--- src/rtl/jtag_tap_driver.sv ---
// jtag_tap_driver: host-side JTAG initiator. Turns TAP reset / IR scan /
// DR scan / idle-clock commands into TCK/TMS/TDI walks, captures TDO during
// shift cycles and keeps a mirror of the target TAP state.
//
// Handshakes: a command transfers on any clock edge where req_valid and
// req_ready are both high; a response transfers on any edge where rsp_valid
// and rsp_ready are both high. rsp_valid, rsp_data and rsp_err hold steady
// until that edge, and req_ready is never high while rsp_valid is high.
module jtag_tap_driver #(
    parameter int CLK_DIV = 2,
    parameter int MAX_LEN = 64
) (
    input  logic               clock,
    input  logic               reset,
    input  logic               req_valid,
    output logic               req_ready,
    input  logic [1:0]         req_op,
    input  logic [6:0]         req_len,
    input  logic [MAX_LEN-1:0] req_data,
    output logic               rsp_valid,
    input  logic               rsp_ready,
    output logic [MAX_LEN-1:0] rsp_data,
    output logic               rsp_err,
    output logic               jtag_tck,
    output logic               jtag_tms,
    output logic               jtag_tdi,
    input  logic               jtag_tdo,
    output logic               busy,
    output logic [3:0]         tap_state,
    output logic [1:0]         dbg_state
);

    localparam logic [1:0] OP_RESET = 2'd0;
    localparam logic [1:0] OP_IR    = 2'd1;
    localparam logic [1:0] OP_DR    = 2'd2;
    localparam logic [1:0] OP_IDLE  = 2'd3;

    localparam logic [3:0] ST_TLR   = 4'hF;
    localparam logic [3:0] ST_RTI   = 4'hC;
    localparam logic [3:0] ST_SELDR = 4'h7;
    localparam logic [3:0] ST_CAPDR = 4'h6;
    localparam logic [3:0] ST_SHDR  = 4'h2;
    localparam logic [3:0] ST_EX1DR = 4'h1;
    localparam logic [3:0] ST_PAUDR = 4'h3;
    localparam logic [3:0] ST_EX2DR = 4'h0;
    localparam logic [3:0] ST_UPDDR = 4'h5;
    localparam logic [3:0] ST_SELIR = 4'h4;
    localparam logic [3:0] ST_CAPIR = 4'hE;
    localparam logic [3:0] ST_SHIR  = 4'hA;
    localparam logic [3:0] ST_EX1IR = 4'h9;
    localparam logic [3:0] ST_PAUIR = 4'hB;
    localparam logic [3:0] ST_EX2IR = 4'h8;
    localparam logic [3:0] ST_UPDIR = 4'hD;

    localparam int              DW      = (CLK_DIV > 1) ? $clog2(CLK_DIV) : 1;
    localparam logic [DW-1:0]   DIV_MAX = DW'(CLK_DIV - 1);

    typedef enum logic [1:0] {
        S_IDLE = 2'd0,
        S_WALK = 2'd1,
        S_RESP = 2'd2
    } ctrl_t;

    ctrl_t              ctrl_q, ctrl_d;
    logic [1:0]         op_q;
    logic [6:0]         len_q;
    logic [MAX_LEN-1:0] data_q;   // remaining TDI bits, current bit at [0]
    logic [MAX_LEN-1:0] cap_q;    // captured TDO bits, cleared at accept
    logic [6:0]         bit_cnt;  // shift bits done / idle TCKs in RTI / reset TCKs
    logic [DW-1:0]      div_cnt;

    // Standard IEEE 1149.1 TAP transition table on the 4-bit state encoding.
    function automatic logic [3:0] tap_step(input logic [3:0] s, input logic t);
        case (s)
            ST_TLR:   tap_step = t ? ST_TLR   : ST_RTI;
            ST_RTI:   tap_step = t ? ST_SELDR : ST_RTI;
            ST_SELDR: tap_step = t ? ST_SELIR : ST_CAPDR;
            ST_CAPDR: tap_step = t ? ST_EX1DR : ST_SHDR;
            ST_SHDR:  tap_step = t ? ST_EX1DR : ST_SHDR;
            ST_EX1DR: tap_step = t ? ST_UPDDR : ST_PAUDR;
            ST_PAUDR: tap_step = t ? ST_EX2DR : ST_PAUDR;
            ST_EX2DR: tap_step = t ? ST_UPDDR : ST_SHDR;
            ST_UPDDR: tap_step = t ? ST_SELDR : ST_RTI;
            ST_SELIR: tap_step = t ? ST_TLR   : ST_CAPIR;
            ST_CAPIR: tap_step = t ? ST_EX1IR : ST_SHIR;
            ST_SHIR:  tap_step = t ? ST_EX1IR : ST_SHIR;
            ST_EX1IR: tap_step = t ? ST_UPDIR : ST_PAUIR;
            ST_PAUIR: tap_step = t ? ST_EX2IR : ST_PAUIR;
            ST_EX2IR: tap_step = t ? ST_UPDIR : ST_SHIR;
            default:  tap_step = t ? ST_SELDR : ST_RTI;  // ST_UPDIR
        endcase
    endfunction

    logic               is_scan_q, in_shift, end_high, walk_last, bit_inc;
    logic               req_scan, req_bad, req_nop;
    logic [3:0]         tap_nxt;
    logic [MAX_LEN-1:0] data_nxt;

    logic [1:0]         p_op;
    logic [6:0]         p_len, p_cnt;
    logic [3:0]         p_state;
    logic [MAX_LEN-1:0] p_data;
    logic               plan_tms, plan_tdi;

    // Walk bookkeeping: phase end, counter step and end-of-walk detection.
    always_comb begin
        is_scan_q = (op_q == OP_IR) || (op_q == OP_DR);
        in_shift  = (tap_state == ST_SHDR) || (tap_state == ST_SHIR);
        end_high  = jtag_tck && (div_cnt == DIV_MAX);
        tap_nxt   = tap_step(tap_state, jtag_tms);
        req_scan  = (req_op == OP_IR) || (req_op == OP_DR);
        req_bad   = req_scan && ((req_len == 7'd0) || (int'(req_len) > MAX_LEN));
        req_nop   = (req_op == OP_IDLE) && (req_len == 7'd0);
        bit_inc   = 1'b0;
        walk_last = 1'b0;
        case (op_q)
            OP_RESET: begin
                bit_inc   = 1'b1;
                walk_last = (bit_cnt == 7'd5);
            end
            OP_IDLE: begin
                bit_inc   = (tap_state == ST_RTI);
                walk_last = (tap_state == ST_RTI) && (bit_cnt == len_q - 7'd1);
            end
            default: begin
                bit_inc   = in_shift;
                walk_last = (tap_state == ST_UPDDR) || (tap_state == ST_UPDIR);
            end
        endcase
        data_nxt = (is_scan_q && in_shift) ? (data_q >> 1) : data_q;
    end

    // TMS/TDI for the next TCK cycle: from the incoming request at accept,
    // otherwise from the state the mirror is about to enter.
    always_comb begin
        if (ctrl_q == S_IDLE) begin
            p_op    = req_op;
            p_len   = req_len;
            p_state = tap_state;
            p_cnt   = 7'd0;
            p_data  = req_data;
        end else begin
            p_op    = op_q;
            p_len   = len_q;
            p_state = tap_nxt;
            p_cnt   = bit_cnt + {6'd0, bit_inc};
            p_data  = data_nxt;
        end
        plan_tms = 1'b0;
        plan_tdi = 1'b0;
        case (p_op)
            OP_RESET: plan_tms = (p_cnt != 7'd5);
            OP_IDLE:  plan_tms = 1'b0;
            default: begin
                case (p_state)
                    ST_TLR:                plan_tms = 1'b0;
                    ST_RTI:                plan_tms = 1'b1;
                    ST_SELDR:              plan_tms = (p_op == OP_IR);
                    ST_SELIR:              plan_tms = 1'b0;
                    ST_CAPDR, ST_CAPIR:    plan_tms = 1'b0;
                    ST_SHDR, ST_SHIR: begin
                        plan_tms = (p_cnt == p_len - 7'd1);
                        plan_tdi = p_data[0];
                    end
                    ST_EX1DR, ST_EX1IR:    plan_tms = 1'b1;
                    ST_UPDDR, ST_UPDIR:    plan_tms = 1'b0;
                    default:               plan_tms = 1'b1;
                endcase
            end
        endcase
    end

    // Controller state register.
    always_ff @(posedge clock or posedge reset) begin
        if (reset) ctrl_q <= S_IDLE;
        else       ctrl_q <= ctrl_d;
    end

    // Controller next state: illegal scans and zero-length idles skip the walk.
    always_comb begin
        ctrl_d = ctrl_q;
        case (ctrl_q)
            S_IDLE: if (req_valid) ctrl_d = (req_bad || req_nop) ? S_RESP : S_WALK;
            S_WALK: if (end_high && walk_last) ctrl_d = S_RESP;
            S_RESP: if (rsp_ready) ctrl_d = S_IDLE;
            default: ctrl_d = S_IDLE;
        endcase
    end

    // Controller outputs decoded from state.
    always_comb begin
        req_ready = (ctrl_q == S_IDLE);
        busy      = (ctrl_q == S_WALK);
        rsp_valid = (ctrl_q == S_RESP);
        dbg_state = ctrl_q;
    end

    // TCK generation, TMS/TDI launch, TDO capture and TAP mirror update.
    always_ff @(posedge clock or posedge reset) begin
        if (reset) begin
            jtag_tck  <= 1'b0;
            jtag_tms  <= 1'b1;
            jtag_tdi  <= 1'b0;
            tap_state <= ST_TLR;
            op_q      <= OP_RESET;
            len_q     <= 7'd0;
            data_q    <= '0;
            cap_q     <= '0;
            bit_cnt   <= 7'd0;
            div_cnt   <= '0;
            rsp_data  <= '0;
            rsp_err   <= 1'b0;
        end else begin
            case (ctrl_q)
                S_IDLE: begin
                    if (req_valid) begin
                        op_q    <= req_op;
                        len_q   <= req_len;
                        data_q  <= req_data;
                        cap_q   <= '0;
                        bit_cnt <= 7'd0;
                        div_cnt <= '0;
                        if (req_bad || req_nop) begin
                            rsp_data <= '0;
                            rsp_err  <= req_bad;
                        end else begin
                            jtag_tck <= 1'b0;
                            jtag_tms <= plan_tms;
                            jtag_tdi <= plan_tdi;
                        end
                    end
                end
                S_WALK: begin
                    // TDO is taken on the first clock of the high phase.
                    if (jtag_tck && (div_cnt == '0) && is_scan_q && in_shift) begin
                        for (int i = 0; i < MAX_LEN; i++) begin
                            if (bit_cnt == 7'(i)) cap_q[i] <= jtag_tdo;
                        end
                    end
                    if (div_cnt == DIV_MAX) begin
                        div_cnt  <= '0;
                        jtag_tck <= ~jtag_tck;
                        if (jtag_tck) begin
                            tap_state <= tap_nxt;
                            bit_cnt   <= bit_cnt + {6'd0, bit_inc};
                            data_q    <= data_nxt;
                            if (walk_last) begin
                                jtag_tdi <= 1'b0;
                                rsp_data <= is_scan_q ? cap_q : '0;
                                rsp_err  <= 1'b0;
                            end else begin
                                jtag_tms <= plan_tms;
                                jtag_tdi <= plan_tdi;
                            end
                        end
                    end else begin
                        div_cnt <= div_cnt + DW'(1);
                    end
                end
                default: ;
            endcase
        end
    end

endmodule

--- config.mk ---
export PLATFORM = sky130hd
export DESIGN_NAME = jtag_tap_driver
export DESIGN_NICKNAME = d
export VERILOG_FILES = /design/src/rtl/jtag_tap_driver.sv
export SDC_FILE = /design/constraint.sdc
export NUM_CORES = 1
export LEC_CHECK = 0
export ABC_AREA = 1
export BUFFER_PORTS_ARGS = -buffer_cell sky130_fd_sc_hd__buf_2
export CAP_MARGIN = 10
export CORE_ASPECT_RATIO = 1.1
export CORE_MARGIN = 5
export CORE_UTILIZATION = 45
export DETAILED_ROUTE_END_ITERATION = 16
export PLACE_DENSITY = 0.65
export RECOVER_POWER = 25
export SLEW_MARGIN = 5
export SYNTH_ARGS = -nofsm -noshare
export SYNTH_HDL_FRONTEND = slang
export SYNTH_SLANG_ARGS = --single-unit
--- constraint.sdc ---
create_clock -name clock -period 8.7 [get_ports clock]
set_input_delay 1.305 -clock clock [delete_from_list [all_inputs] [get_ports clock]]
set_output_delay 1.305 -clock clock [all_outputs]
set_load 0.01 [all_outputs]
**Word level (Yosys, flattened, before mapping)**

Cells that the tools add are included.

- Reduce and logical (&&, ||, !) cells: 100
- $add $sub $neg: 4
- Mux-type cells: 137
- Bitwise gates (word level): 2
- Magnitude comparators: 1
- Equality and inequality tests: 174

Operator list:

| cell | count |
|---|---|
| 64-bit 2-to-1 mux | 12 |
| 64-bit one-hot mux with 2 select lines | 3 |
| 4-bit AND reduction | 66 |
| 7-bit by 6-bit equality test with 1-bit output, second input constant | 32 |
| 2-bit by 1-bit != test with 1-bit output, second input constant | 70 |
| 7-bit by 5-bit equality test with 1-bit output, second input constant | 16 |
| 1-bit 2-to-1 mux | 88 |
| 7-bit by 4-bit equality test with 1-bit output, second input constant | 8 |
| 4-bit equality test, second input constant | 12 |
| 4-bit one-hot mux with 11 select lines | 1 |
| 7-bit 2-to-1 mux | 5 |
| 4-bit by 3-bit equality test with 1-bit output, second input constant | 8 |
| 7-bit by 3-bit equality test with 1-bit output, second input constant | 4 |
| 2-bit 2-to-1 mux | 11 |
| 1-bit one-hot mux with 2 select lines | 8 |
| 7-bit by 2-bit equality test with 1-bit output, second input constant | 2 |
| 7-bit equality test | 2 |
| 7-bit logical NOT | 2 |
| 7-bit one-hot mux with 2 select lines | 1 |
| 7-bit by 1-bit subtractor with 7-bit output, second input constant | 2 |
| 2-bit equality test, second input constant | 6 |
| 4-bit by 2-bit equality test with 1-bit output, second input constant | 3 |
| 3-bit 2-to-1 mux | 4 |
| 6-bit AND reduction | 2 |
| 22 further kinds | 50 |

- Register bits after elaboration: 219
- Word-level logic and storage cells: 494
- Output and inout bits: 77

**Depth between registers and ports, before layout**

- Depth after elaboration: 12
- Mapped depth: 20
- Mapped depth without buffers: 20

**Worst setup path before layout**

No wires, ideal clock.

- Kind: input-to-reg
- From: in req_len[1]
- To: reg jtag_tms
- Cell stages on the path: 12
- Library setup time: 0.073 ns
- Setup slack: 6.022 ns
- Buffers on the path: 0
- Required time: 8.627 ns
- Arrival: 2.605 ns
- Cells stage by stage: o21ai_0 -> ha_1 -> xor2_1 -> nor2_1 -> nand2_1 -> nor2_1 -> nand2_1 -> nor2_1 -> nand3_1 -> nand2_1 -> nand2_1 -> a21oi_1

- Longest elaborated chain between the ends: 9
- Elaborated cells on any way between the ends: 19
- Classes of those cells: add/sub: 1; order compare: 1; eq/ne: 2; mux: 9; reduce/logical: 6

Ends and longest elaborated chain:

| what | line | source |
|---|---|---|
| start: declaration | 18 | `input logic [6:0] req_len,` |
| 7-bit 2-to-1 mux | 136 | `if (ctrl_q == S_IDLE) begin` |
| 7-bit by 1-bit subtractor with 7-bit output | 162 | `plan_tms = (p_cnt == p_len - 7'd1);` |
| 7-bit equality test | 162 |  |
| 1-bit one-hot mux with 3 select lines | 155 | `case (p_state)` |
| 1-bit one-hot mux with 2 select lines | 151 | `case (p_op)` |
| 1-bit 2-to-1 mux | 247 | `if (walk_last) begin` |
| 1-bit 2-to-1 mux | 243 | `if (jtag_tck) begin` |
| 1-bit 2-to-1 mux | 240 | `if (div_cnt == DIV_MAX) begin` |
| 1-bit one-hot mux with 2 select lines | 214 | `case (ctrl_q)` |
| end signal: assignment | 228 | `jtag_tms <= plan_tms;` |
| end signal: assignment | 252 | `jtag_tms <= plan_tms;` |
| end: declaration | 25 | `output logic jtag_tms,` |

Parallel ways exist; a longest one is shown, timed or not. The select of a mux whose other input is x is not followed.
A chain may end at the register's enable or synchronous reset.

**Final worst setup path**

- From: reg ctrl_q[0], in the netlist dbg_state[0]
- To: reg rsp_data[19]

- Longest elaborated chain between the ends: 3
- Elaborated cells on any way between the ends: 10
- Classes of those cells: eq/ne: 6; mux: 1; reduce/logical: 3

Ends and longest elaborated chain:

| what | line | source |
|---|---|---|
| start: declaration | 64 | `ctrl_t ctrl_q, ctrl_d;` |
| start signal: assignment | 176 | `else ctrl_q <= ctrl_d;` |
| 2-bit by 1-bit equality test with 1-bit output or 2-bit logical NOT (tied branches) | 214 |  |
| 2-bit by 1-bit != test with 1-bit output (no source line) (tied with other cells) | - |  |
| 6-bit AND reduction (no source line) | - |  |
| end signal: assignment | 249 | `rsp_data <= is_scan_q ? cap_q : '0;` |
| end: declaration | 22 | `output logic [MAX_LEN-1:0] rsp_data,` |

Parallel ways exist; a longest one is shown, timed or not.

==> metrics.csv <==
metric,value,unit
die area,28000,um2
Slew HR,-1.30,
final setup fails,0,
CP max stage cell,clkbuf_1,
Final period util,0.500,
PnR worst setup slack,4.35,ns
DRT Pass-1 Iters,5,
max frequency,230,MHz
Final Critical Period,4.35,ns
IO buf count,154,
layout cell share with drive strength beyond 1,0.170,
overflow left after global routing,0,
Synth area leaders,"dfrtp_1 (48%), nand2_1 (14%), o21ai_0 (9.2%)",
final WL,27800,um
yosys warns,0,
Synth Area in Simple Gates,0.197,
Hold Path Class,flop to flop,
ant diodes,0,
pre-CTS setup slack,4.51,ns
DR vias,9793,
CTS Sinks,219,
Setup Skew,0.00975,ns
leading area contributor after synthesis,dfrtp_1,
CTS Hold Bufs,0,
gr usage total,0.194,
Leakage,6.02,nW
CTS tree,done,
Worst-Margin Slew,3.43,ns
overall power,4.71,mW
cell row count,60,
setup repair bufs after CTS,0,
Nets,1611,
area growth from synthesis to layout,14.2,%
"Async S/R FF share, synth",1.00,
arrival time at the worst endpoint,4.73,ns
clock slew at the register clock pins of the worst setup and hold paths,0.07,ns
hpwl dp,18500,um
Top delay family on crit path,buffers and inverters,
Yosys top cell area share,0.480,
"Primary FF master, synth",dfrtp_1,
post-route cell area,12700,um2
worst vdd ir,0.234,mV
Core Region,24500,um2
CP cell instances,inv_1 > nor2_2 > clkbuf_1 > inv_2 > nor2_1 > inv_1 > nand2_2 > nand3_4 > buf_4 > nand2_1 > o21ai_2,
Root Buffer,clkbuf_16,
Buf/Inv on CP,5,
Die X,160,um
startpoint types,flop,
largest family of logic cells by synthesized area,compound AO/OA/AOI/OAI gates,
multiplexer share of the synthesized area,0,
number of global-route vias before repair,9265,
register area share after synthesis,0.492,
Setup crit end kind,flop,
Crit path top cell by count,inv_1,
crit-path max cell delay,0.88,ns
Post-synth top cells,"nand2_1 (421), dfrtp_1 (214), o21ai_0 (204)",
Mean Syn Cell Area,7.87,um2
H-tree levels,1,
RSZ-0062 raised after global routing,no,
Slew Limit Fails,81,
detailed-route DRC error count,0,
post-DR wirelength/cell,15.0,um
PwrDens,370,nW/um2
kind of critical path,flop to flop,
Mapped Area,11200,um2
Synth Area in XOR/XNOR,0.00628,
Longest Clk Path Bufs,3,
cells after synthesis,1417,
Yosys cell types,40,
post-route setup TNS,0,ns
synthesized netlist net count,1504,
average vias per placed instance,5.29,
Hold Fails Final Rpt,0,
"count leader, synth",nand2_1,
status,"complete, but fails checks",
first-pass GRT wire length,46300,um
clk_lat worst skew,0.52,ns
1st-iter DRT viols,684,
post-synthesis compound-gate area fraction,0.209,
violated checks,"max-capacitance violations, max-slew violations",
Final GP Congestion,0.857,
"FF+latch count, synth",219,
CP max FO,66,
Synth Area in Adders,0.0101,
# IOs,155,
cts repair resizes,0,
smallest hold slack,0.477,ns
"EDFF count, synth",0,
Post-DP Area,12000,um2
starting density of the core,0.456,
max-cap check violation count,1,
Chip Height,175,um
"antenna viol nets, final",0,
largest net degree at the start of global routing,127,
antenna violations before repair,0,
Num CTS Buffers,25,
Critical Path RT,9.08,ns
-- worst reg2reg max path: stages (launching register included) --
cell and delay [ns]:
dfrtp_1 0.42, inv_1 0.09, nor2_2 0.07, clkbuf_1 0.88
inv_2 0.08, nor2_1 0.51, inv_1 0.36, nand2_2 0.31
nand3_4 0.59, buf_4 0.61, nand2_1 0.21, o21ai_2 0.06
-- worst paths after layout --
kind	from	to	slack, ns	cells past startpoint
setup / recovery	dbg_state[0]$_DFFE_PP0P_	rsp_data[19]$_DFFE_PP0P_	4.35	11
hold / removal	rsp_data[32]$_DFFE_PP0P_	rsp_data[32]$_DFFE_PP0P_	0.48	2
setup reg to reg	dbg_state[0]$_DFFE_PP0P_	rsp_data[19]$_DFFE_PP0P_	4.35	11
hold reg to reg	rsp_data[32]$_DFFE_PP0P_	rsp_data[32]$_DFFE_PP0P_	0.48	2
max in group asynchronous	reset	data_q[29]$_DFFE_PP0P_	4.80	3
min in group asynchronous	reset	rsp_data[9]$_DFFE_PP0P_	1.78	2
-- placed cells by master, fill, tap and decap left out, drive strengths merged, types with 5 or more instances in the layout --
| master | instances |
|---|---|
| a31oi | 58 |
| ha | 9 |
| nor3 | 7 |
| buf | 154 |
| nand4 | 6 |
| o21ai | 289 |
| inv | 128 |
| clkbuf | 47 |
| dfrtp | 214 |
| dfstp | 5 |
| nor2 | 52 |
| clkinv | 7 |
| nand2 | 433 |
| a21oi | 63 |
| nand3 | 36 |
| o22ai | 5 |
-- power by group --
group	internal (mW)	switching (mW)	total [mW]	leakage (nW)
Combinational	0.640	1.40	2.04	2.84
Clock	0.602	0.427	1.03	0.395
Sequential	1.42	0.223	1.64	2.79
-- flip-flops by register name, summed over array words and instances (netlist names) --
| signal | cells |
|---|---|
| jtag_tdi | 1 |
| div_cnt | 1 |
| jtag_tck | 1 |
| tap_state | 4 |
| rsp_err | 1 |
| bit_cnt | 7 |
| dbg_state | 2 |
| rsp_data | 64 |
| op_q | 2 |
| cap_q | 64 |
| len_q | 7 |
| data_q | 64 |
| jtag_tms | 1 |
-- stage by stage --
step | cells | util
after floorplan | 1417 | -
after global routing | 1852 | 0.520
after detailed placement | 1807 | 0.489
after CTS | 1852 | 0.522
after global placement | 1807 | 0.489
final | 1852 | 0.520
-- cells by family (layout without fill, tap and decap cells) --
group	count (synthesis)	in the layout
and+or+nand+nor	542	542
AOI/OAI and AO/OA	424	424
buffers and inverters	215	340
xor gates and xnor gates	8	8
adders and majority gates	9	9
DFF	219	219
-- area by class of cell --
class                      count  area [um2]
multi-input combinational    983        4730
sequential                   219        5490
clock inverter                11        96.3
inverter                     128         482
tap                          310         388
timing repair buffer         167         847
fill                        2425       11700
clock buffer                  34         709
-- metal layers --
metal | up-vias | global-route usage | part of all wire
met3 | 51 | 0.0401 | 0.066
met1 | 4569 | 0.266 | 0.44
li1 | 4890 | - | -
met5 | - | 0 | 0
met4 | 0 | 0.0531 | 0.023
met2 | 283 | 0.315 | 0.47
No activity file was read; power rests on OpenSTA's default activity.
